### src/rtl/sha256_msg_schedule.sv
// rtl/sha256_msg_schedule.sv - SHA-256 message-schedule (W-expansion) stage
module sha256_msg_schedule #(
    parameter int NUM_ROUNDS = 64
) (
    input  logic         clk,
    input  logic         rst_n,
    input  logic         in_valid,
    output logic         in_ready,
    input  logic [511:0] block_in,
    output logic         w_valid,
    input  logic         w_ready,
    output logic [31:0]  w_out,
    output logic [5:0]   w_idx,
    output logic         w_last
);

    localparam logic [5:0] LAST_T = 6'(NUM_ROUNDS - 1);

    typedef enum logic {
        IDLE = 1'b0,
        RUN  = 1'b1
    } state_t;

    state_t      state_q, state_d;
    logic [5:0]  t_q, t_d;
    logic [31:0] win_q [16];
    logic [31:0] win_d [16];
    logic [31:0] new_word;

    function automatic logic [31:0] sigma0(input logic [31:0] x);
        return {x[6:0], x[31:7]} ^ {x[17:0], x[31:18]} ^ {3'b000, x[31:3]};
    endfunction

    function automatic logic [31:0] sigma1(input logic [31:0] x);
        return {x[16:0], x[31:17]} ^ {x[18:0], x[31:19]} ^ {10'b0, x[31:10]};
    endfunction

    // W[t+16] from the current window (window[0] holds W[t]); single-cycle 4-operand add
    always_comb begin
        new_word = sigma1(win_q[14]) + win_q[9] + sigma0(win_q[1]) + win_q[0];
    end

    // State, round counter and window registers; reset abandons any block in flight
    always_ff @(posedge clk or negedge rst_n) begin
        if (!rst_n) begin
            state_q <= IDLE;
            t_q     <= 6'd0;
            for (int i = 0; i < 16; i++) begin
                win_q[i] <= 32'd0;
            end
        end else begin
            state_q <= state_d;
            t_q     <= t_d;
            win_q   <= win_d;
        end
    end

    // Next-state: load on input handshake, slide window on each output handshake
    always_comb begin
        state_d = state_q;
        t_d     = t_q;
        win_d   = win_q;
        case (state_q)
            IDLE: begin
                if (in_valid) begin
                    for (int i = 0; i < 16; i++) begin
                        win_d[i] = block_in[511 - 32*i -: 32];
                    end
                    t_d     = 6'd0;
                    state_d = RUN;
                end
            end
            RUN: begin
                if (w_ready) begin
                    if (t_q == LAST_T) begin
                        t_d     = 6'd0;
                        state_d = IDLE;
                    end else begin
                        for (int i = 0; i < 15; i++) begin
                            win_d[i] = win_q[i + 1];
                        end
                        win_d[15] = new_word;
                        t_d       = t_q + 6'd1;
                    end
                end
            end
            default: state_d = IDLE;
        endcase
    end

    // Outputs depend only on registered state, so w_valid never depends on w_ready
    always_comb begin
        in_ready = (state_q == IDLE);
        w_valid  = (state_q == RUN);
        w_out    = (state_q == RUN) ? win_q[0] : 32'd0;
        w_idx    = (state_q == RUN) ? t_q : 6'd0;
        w_last   = (state_q == RUN) && (t_q == LAST_T);
    end

endmodule

### config.mk
export PLATFORM = sky130hd
export DESIGN_NAME = sha256_msg_schedule
export DESIGN_NICKNAME = d
export VERILOG_FILES = /design/src/rtl/sha256_msg_schedule.sv
export SDC_FILE = /design/constraint.sdc
export NUM_CORES = 1
export LEC_CHECK = 0
export BUFFER_PORTS_ARGS = -buffer_cell sky130_fd_sc_hd__buf_2
export CORE_ASPECT_RATIO = 1.4
export CORE_UTILIZATION = 57
export CTS_CLUSTER_DIAMETER = 50
export CTS_CLUSTER_SIZE = 20
export DETAILED_ROUTE_END_ITERATION = 10
export PLACE_DENSITY = 0.79
export SYNTH_ARGS = -nofsm -noshare
export SYNTH_HDL_FRONTEND = slang
export SYNTH_SLANG_ARGS = --single-unit
### constraint.sdc
create_clock -name clk -period 6.8 [get_ports clk]
set_input_delay 1.7 -clock clk [delete_from_list [all_inputs] [get_ports clk]]
set_output_delay 1.7 -clock clk [all_outputs]
set_load 0.05 [all_outputs]
==> results.cfg <==
[critical_path]
crit_path_start_kind = register
crit_required_ns = 7.23
r2r-end = win_q[27]
cp_max_fo = 5
r2r_setup_slack_ns = 2.00
end_kind = register
reg2reg_from = win_q[50]
path_class = register to register
reg2reg_depth = 16
worst_ep_arrival_time_ns = 5.23

[clocking]
cts_tree = yes
post_cts_buffers = 0
numCtsBuffers = 41
cts_root_buf = clkbuf_16
cts.clk_slew.worst_paths_ns = 0.07
clockBufferDepth = 3
cts_sinks = 519
htreeDepth = 2
cts_hold_buf = 0
ctsResizeCount = 0
clock_latency_ns = 0.58

[power]
power_mw = 17.6
max-vdd-ir-drop_mv = 0.509
power_density_nw_per_um2 = 542
p_leak_nw = 18.3

[floorplan]
ioPinCount = 557
die_area_um2 = 50200
start_util_pct = 58.2
fp.dieW_um = 190
placementRows = 95
core_um2 = 48300
fp.dieH_um = 265

[sta]
finalSetupViolations = 0
slew_headroom_pct = 22.4
fmax_mhz = 208
hold_viol_final = 0
min_period_ns = 4.80
holdWs_ns = 0.482
fin_setup_tns_ns = 0
period_share_pct = 70.6
slew_violations = 0
skew_ns = 0.0184
rsz0062_at_grt = false
tightest_slew_ns = 1.16

[synth]
synth-async-reset-ratio_pct = 100
netlist_top_cells_area = dfrtp_1 (46%), mux2i_1 (18%), o21ai_0 (9.3%), nand2_1 (7.0%), fa_1 (4.4%)
netlist_area_um2 = 28100
syn-num-nets = 3486
synth_top_area_share_pct = 46.3
syn_avg_cell_area_um2 = 9.76
yosysWarnings = 0
synth_edf_count = 0
synth_area_leader_cell = dfrtp_1
ys_ff_latch = 519
postSynthCellCount = 2876
ys_seq_area_share_pct = 46.3
ys_types = 56
synthFlopType = dfrtp_1

[min_path]
hold_path_class = register to register
hold_end = win_q[422]
whs_path_depth = 2
min_from = win_q[422]

[drt]
drt_iter0_drc = 1732
via_per_inst = 5.74
routed-via-count = 22744
drtPass1Iterations = 5
wl_um = 95000
avgRoutedWirePerCell_um = 24.0
drc = 0
ant_nets = 0

[cells_and_area]
fill_cells = 3889
synthToLayoutAreaGrowth_pct = 16.0
final_layout_size_suffix_gt1_share_pct = 20.0
nNetsFinal = 3879
instances_no_fill = 3959

[global_route]
grt_pass1_wl_um = 140000
grt_pass1_vias = 23254
grt_usage_pct = 37.9
grt-ovfl-total = 0
antenna_found_initial = 34
grt_max_degree = 163

[placement]
gp_congestion = 1.01
io_buffers = 556
dpl.hpwl_um = 73600
dp.cells = 3856

[run_status]
status = finished clean

[flow_run]
max-cap-violations = 0
## worst max path at each step
stage          slack (ns)  cells past startpoint        end       from
3_3_place_gp         2.11                     16  win_q[31]  win_q[50]
2_1_floorplan        2.62                     17  win_q[31]  win_q[50]
5_1_grt              1.74                     16  win_q[31]  win_q[50]
3_5_place_dp         2.08                     16  win_q[27]  win_q[50]
4_1_cts              2.04                      4  w_out[25]    w_valid
6_report             2.00                     16  win_q[27]  win_q[50]
## report_power, final
part           total [mW]  internal, mW  switching [mW]
Sequential           4.65          3.90           0.754
Combinational        10.4          3.90            6.53
Clock                2.57          1.32            1.25
## critical path, cell delays in order (launching register included)
cell and delay (ns):
dfrtp_1 0.46, xor2_1 0.20, xnor2_1 0.27, fa_1 0.46, inv_1 0.07, fa_1 0.41, ha_1 0.24, fa_1 0.50
a211oi_1 0.40, nor4_1 0.11, nor2_1 0.37, a211o_1 0.25, nor3b_4 0.23, nor3_4 0.08, a311oi_1 0.32, xor2_1 0.20
a21oi_1 0.08
## metrics by stage
stage / worst slack (ns) / utilization, % / area (µm²)
2_1_floorplan: 2.62 / - / 28100
3_3_place_gp: 2.11 / 64.4 / 31100
3_5_place_dp: 2.08 / 64.4 / 31100
4_1_cts: 2.04 / 67.3 / 32500
5_1_grt: 1.74 / 67.5 / 32600
6_report: 2.00 / 67.5 / 32600
## state kept, by name, summed over array words and instances, names as in the netlist
name / cells
t_q: 6
win_q: 512
w_valid: 1
## placed cells by master, fill, tap and decap left out, drive strengths merged, types with 13 or more instances in the layout
cell / count
o21ai: 526
inv: 132
mux2i: 492
ha: 32
clkbuf: 50
xnor2: 89
buf: 578
diode: 31
nor2: 59
a21oi: 49
fa: 62
nand2: 521
dfrtp: 519
and3: 13
xor2: 55
## final cells by class
type                       instances  area (µm²)  share of cell area, %
antenna                           31        77.6                  0.238
clock buffer                      50        1140                   3.51
clock inverter                    22         265                  0.814
inverter                         122         458                   1.41
multi-input combinational       2007       13700                   42.2
sequential                       519       13000                   39.9
tap                              630         788                   2.42
timing repair buffer             578        3110                   9.54
## cell usage after synthesis (all sizes together) (11+ instances only)
cell,instances
a21oi,49
and3,13
buf,38
clkbuf,190
dfrtp,519
fa,62
ha,32
inv,122
mux2i,492
nand2,521
nand3,11
nor2,59
o21ai,526
xnor2,89
xor2,55
## cells by family (layout without fill, tap and decap cells)
family	after synthesis	in the layout	share of synthesized area, %
and+or+nand+nor	644	644	9.21
AOI/OAI and AO/OA	633	633	11.8
DFF	519	519	46.3
muxes	492	492	17.5
buffers and inverters	350	772	4.82
xor gates and xnor gates	144	144	4.49
adders and majority gates	94	94	5.85
other	0	31	0
## layer usage
metal / vias up / track usage, % / wire length [µm] / share of wire, %
met5: - / 0 / 34 / 0.036
met4: 6 / 25.3 / 7180 / 7.6
li1: 10482 / - / - / -
met3: 279 / 6.00 / 5710 / 6.0
met1: 11011 / 43.9 / 34700 / 37
met2: 966 / 64.7 / 47300 / 50
No activity file was read; power rests on OpenSTA's default activity.
